**src/rtl/writeback_queue.sv**
```systemverilog
// -----------------------------------------------------------------------------
// writeback_queue
//
// Buffers register-file writebacks and drains them, one per cycle, into the
// register file's single write port. Two combinational lookup ports expose
// pending writes (youngest entry wins), so the register file's read data,
// combined with this block's forwarding, gives the architectural value.
//
// Ports
//   clk, rst                  clock, asynchronous active-high reset
//   in_valid/in_ready         producer handshake (in_addr, in_data)
//   drain_hold                suppress draining this cycle
//   rf_write_enable/addr/data register file write port
//   lk_addrN -> lk_hitN,      lookup ports (N = 1, 2)
//     lk_dataN
//   count, empty, full        occupancy (derived from registered state only)
//
// Handshake: a beat transfers on a rising edge where in_valid && in_ready are
// both high; in_ready depends only on registered state (!full), never on
// in_valid. Beats to register 0 transfer but are not stored.
// -----------------------------------------------------------------------------
module writeback_queue #(
  parameter int DEPTH  = 4,
  parameter int ADDR_W = 5,
  parameter int DATA_W = 32
) (
  input  logic                     clk,
  input  logic                     rst,
  input  logic                     in_valid,
  output logic                     in_ready,
  input  logic [ADDR_W-1:0]        in_addr,
  input  logic [DATA_W-1:0]        in_data,
  input  logic                     drain_hold,
  output logic                     rf_write_enable,
  output logic [ADDR_W-1:0]        rf_write_addr,
  output logic [DATA_W-1:0]        rf_write_data,
  input  logic [ADDR_W-1:0]        lk_addr1,
  input  logic [ADDR_W-1:0]        lk_addr2,
  output logic                     lk_hit1,
  output logic                     lk_hit2,
  output logic [DATA_W-1:0]        lk_data1,
  output logic [DATA_W-1:0]        lk_data2,
  output logic [$clog2(DEPTH):0]   count,
  output logic                     empty,
  output logic                     full
);

  localparam int PTR_W = $clog2(DEPTH);
  localparam int CNT_W = PTR_W + 1;

  // Storage is not reset: occupancy masks stale contents.
  logic [ADDR_W-1:0] addr_q [DEPTH];
  logic [DATA_W-1:0] data_q [DEPTH];

  logic [PTR_W-1:0]  head_q, head_d;
  logic [PTR_W-1:0]  tail_q, tail_d;
  logic [CNT_W-1:0]  count_q, count_d;

  logic              push;
  logic              pop;
  logic [PTR_W-1:0]  lk_idx;

  assign empty    = (count_q == '0);
  assign full     = (count_q == CNT_W'(DEPTH));
  assign count    = count_q;
  assign in_ready = !full;

  // Writes to x0 complete the handshake but leave the queue untouched.
  assign push = in_valid && in_ready && (in_addr != '0);
  assign pop  = rf_write_enable;

  assign rf_write_enable = !empty && !drain_hold;
  assign rf_write_addr   = empty ? '0 : addr_q[head_q];
  assign rf_write_data   = empty ? '0 : data_q[head_q];

  always_comb begin
    head_d  = head_q;
    tail_d  = tail_q;
    count_d = count_q;
    if (push) tail_d = tail_q + PTR_W'(1);
    if (pop)  head_d = head_q + PTR_W'(1);
    case ({push, pop})
      2'b10:   count_d = count_q + CNT_W'(1);
      2'b01:   count_d = count_q - CNT_W'(1);
      default: count_d = count_q;
    endcase
  end

  always_ff @(posedge clk or posedge rst) begin
    if (rst) begin
      head_q  <= '0;
      tail_q  <= '0;
      count_q <= '0;
    end else begin
      head_q  <= head_d;
      tail_q  <= tail_d;
      count_q <= count_d;
    end
  end

  always_ff @(posedge clk) begin
    if (push) begin
      addr_q[tail_q] <= in_addr;
      data_q[tail_q] <= in_data;
    end
  end

  // Walk entries oldest to youngest; a later match overwrites an earlier one,
  // so the youngest matching entry wins. The head being drained this cycle is
  // still included.
  always_comb begin
    lk_hit1  = 1'b0;
    lk_hit2  = 1'b0;
    lk_data1 = '0;
    lk_data2 = '0;
    lk_idx   = '0;
    for (int i = 0; i < DEPTH; i++) begin
      lk_idx = head_q + PTR_W'(i);
      if (i < int'(count_q)) begin
        if ((lk_addr1 != '0) && (addr_q[lk_idx] == lk_addr1)) begin
          lk_hit1  = 1'b1;
          lk_data1 = data_q[lk_idx];
        end
        if ((lk_addr2 != '0) && (addr_q[lk_idx] == lk_addr2)) begin
          lk_hit2  = 1'b1;
          lk_data2 = data_q[lk_idx];
        end
      end
    end
  end

endmodule
```
**config.mk**
```make
export PLATFORM = sky130hd
export DESIGN_NAME = writeback_queue
export DESIGN_NICKNAME = d
export VERILOG_FILES = /design/src/rtl/writeback_queue.sv
export SDC_FILE = /design/constraint.sdc
export NUM_CORES = 1
export LEC_CHECK = 0
export BUFFER_PORTS_ARGS = -buffer_cell sky130_fd_sc_hd__buf_2
export CAP_MARGIN = 10
export CORE_ASPECT_RATIO = 0.75
export CORE_UTILIZATION = 45
export DETAILED_ROUTE_END_ITERATION = 12
export GPL_TIMING_DRIVEN = 0
export PLACE_DENSITY = 0.64
export RECOVER_POWER = 100
export SKIP_LAST_GASP = 1
export SLEW_MARGIN = 5
export SYNTH_ARGS = -nofsm -noshare
export SYNTH_HDL_FRONTEND = slang
export SYNTH_SLANG_ARGS = --single-unit
```
**constraint.sdc**
```tcl
create_clock -name clk -period 2.79 [get_ports clk]
set_input_delay 0.1395 -clock clk [delete_from_list [all_inputs] [get_ports clk]]
set_output_delay 0.1395 -clock clk [all_outputs]
set_load 0.03 [all_outputs]
```
==> results.cfg <==
[status]
outcome = complete, but fails checks
violations = setup timing

[synth]
synthMuxAreaShare_pct = 17.3
synth_area_leaders = edfxtp_1 39%, mux2i_1 6.0%, mux2_2 5.9%
post_synth_num_cell_types = 52
async_flop_share_pct = 4.52
synth_flop_cell = edfxtp_1
synth_adder_area_share_pct = 0.988
synth-xor-area-share_pct = 3.46
synth_compound_gate_area_share_pct = 18.6
yosysMostFrequentCell = edfxtp_1
seq_area_frac_synth_pct = 40.5
synth_largest_area_cell = edfxtp_1
syn_area_per_cell_sq_um = 10.2
yosysWarnings = 0
synthTopCellsByCount = 148 x edfxtp_1, 100 x nor2_1, 69 x nand2_1
synth_seq_cells = 155
netlist_instances = 1121
synth_top_area_share_pct = 39.0
syn_area_sq_um = 11400
synth-simple-area-share_pct = 14.0
synth_top_family_by_area = compound AO/OA/AOI/OAI gates
synth_nets = 1181
synth_edf_count = 148

[clocking]
clk_pin_slew_ns = 0.07
clkLatencyLatePin_ns = 0.45
cts_tree = built
clockBufferDepth = 2
root_buffer = clkbuf_16
clkSinkCount = 155
cts_buffers = 17
htree_levels = 4

[placement]
placed_area_sq_um = 12600
port_buffers = 150
place_ws_ns = -0.808
dp_hpwl_um = 27800
gp_congestion = 0.925

[drt]
wl_um = 43400
final_antenna_net_count = 0
drt-initial-drc-count = 1420
wl_per_cell_um = 25.1
first_pass_iters = 7
routed-via-count = 11303
vias_per_cell = 6.55
remaining_drc_errors = 0

[grt]
use_met3_pct = 8.71
antenna_found_initial = 0
grt_max_degree = 38
grt.busiest_layer = met2
grt_util_met2_pct = 48.8
grt_pass1_wl_um = 63700
grtUsageMet1_pct = 45.6
grt_pass1_vias = 10926
overflow = 0
grt_usage_pct = 32.9

[timing]
drv_slew = 0
finalSetupTns_ns = -47.17
clock.fmax_mhz = 278
worst_pin_slew_ns = 0.762
hold_violations = 0
setup_ws_ns = -0.806
setup_violations = 78
maxSlewHeadroom_pct = 49.2
skew_ns = 0.0119
rsz0062_at_grt = yes
fin_crit_ns = 3.60
fin_crit_sh_pct = 129

[final_layout]
areaGrowthSynthToFinish_pct = 38.1
seq_area_sq_um = 4620
multi_input_area_sq_um = 7070
final_util_pct = 63.2
final_nets = 1435
diodes = 0
final_cell_area_sq_um = 15700
drive_above_1_share_pct = 37.8
nFillCells = 2035

[power_and_ir_drop]
max-vdd-ir-drop_mv = 0.758
p_leak_nw = 5.75
power_mw = 20.5
pwr_density_cell_nw_per_um2 = 1300

[floorplanning]
dieArea_sq_um = 26000
die_h_um = 140
start_util_pct = 45.8
core_sq_um = 24900
rows = 50
die_x_um = 186
ios = 161

[worst_hold_path]
min_path_cells = 3
hp-class = in2reg

[critical_path]
crit_type = reg2out
crit_path_end_kind = output pin
arrival_ns = 3.46
critPathMaxFanout = 7
cpPeakStageDelay_ns = 0.57
required_ns = 2.65
path_depth = 13
cp_num_buf_inv = 7
critPathTopFamily = buffers and inverters
worstPathCellList = buf_6, buf_12, buf_6, mux4_2, xnor2_1, nand4_1, a211oi_2, buf_6, buf_6, buf_8, a221o_1, a22o_1, buf_6
regToRegSetupSlack_ns = -0.04
cp-start-kind = flip-flop
crit_path_frequent_cell = buf_6
cp_slowest_cell = mux4_2
r2r_cells = 9

[flow_run]
maxCapViolations = 0
==> where the power goes <==
group	total, mW	switching [mW]	leakage, nW	internal, mW
sequential	3.37	0.282	1.44	3.08
clock	2.47	1.05	0.294	1.43
combinational	14.7	9.13	4.02	5.53
==> flip-flops by register name (all words and copies together) (netlist names) <==
signal and cells:
addr_q 20, head_q 2, count 3, data_q 128, tail_q 2
==> worst register-to-register path, delay by kind of cell, from the launching register on <==
kind / cells / cell delay (ns)
xor gates and xnor gates: 1 / 0.14
adders and majority gates: 2 / 0.50
buffers and inverters: 2 / 0.77
DFF: 1 / 0.48
muxes: 1 / 0.16
and+or+nand+nor: 3 / 0.67
==> timing repair <==
action                                  4_1_cts  5_1_grt
cloned                                       10        0
gates resized for setup                     332      152
pin swaps                                    38       42
hold buffers                                 38        0
hold endpoints to repair                    155        0
buffers inserted                             34       13
endpoints found under the setup margin      248       99
==> metrics by stage <==
step | cells | hold WS (ns)
finish | 1726 | 0.0168
global route | 1726 | 0.0259
global placement | 1609 | 0.0827
floorplan | 1121 | -0.0571
CTS | 1721 | 0.00783
detailed placement | 1609 | 0.0855
==> layout by cell type (no fill, tap or decap), types with 11 or more instances in the layout <==
cell / netlist / layout
edfxtp_1: 148 / 148
nor2_1: 100 / 97
buf_6: 4 / 80
nand2_1: 69 / 68
clkbuf_1: 68 / 62
mux2_2: 60 / 60
o21ai_0: 61 / 59
mux2i_1: 68 / 55
nor3_1: 63 / 50
buf_4: 1 / 43
buf_2: 32 / 42
a31oi_1: 62 / 39
dlygate4sd3_1: 0 / 38
nor2b_1: 40 / 37
a21oi_1: 64 / 34
clkbuf_2: 0 / 32
a221o_1: 29 / 29
a22o_1: 29 / 29
a21oi_2: 0 / 28
xnor2_1: 37 / 27
and3_1: 33 / 26
mux4_2: 18 / 25
a211oi_4: 0 / 25
clkbuf_4: 0 / 20
a31oi_2: 0 / 20
clkbuf_16: 0 / 17
buf_12: 0 / 13
nor3_2: 1 / 12
buf_8: 2 / 11
mux2i_2: 0 / 11
==> final cells by class <==
class | instances | area share [%]
Buffer | 113 | 5.51
Clock buffer | 17 | 2.70
Clock inverter | 15 | 1.19
Inverter | 11 | 0.270
Multi-Input combinational cell | 838 | 45.0
Sequential cell | 155 | 29.4
Tap cell | 338 | 2.69
Timing Repair Buffer | 239 | 13.3
==> cells by family (layout without fill, tap and decap cells) <==
group,count (synthesis),after routing
xor+xnor,45,45
mux,154,154
buf+inv,128,395
fa+ha+maj,9,9
flops,155,155
compound gates,297,297
simple gates,333,333
==> worst paths after layout <==
kind | startpoint | endpoint
setup / recovery | head_q[0] | lk_data2[20]
hold / removal | drain_hold | head_q[0]
setup reg to reg | count[1] | count[2]
hold reg to reg | count[0] | count[0]
max in group asynchronous | rst | head_q[1]
min in group asynchronous | rst | count[2]
==> routing by layer <==
metal,share of wire [%],wire (um)
met1,41,17800
met2,43,18900
met3,12,5340
met4,3.3,1420
met5,0,0
No activity file was read; power rests on OpenSTA's default activity.
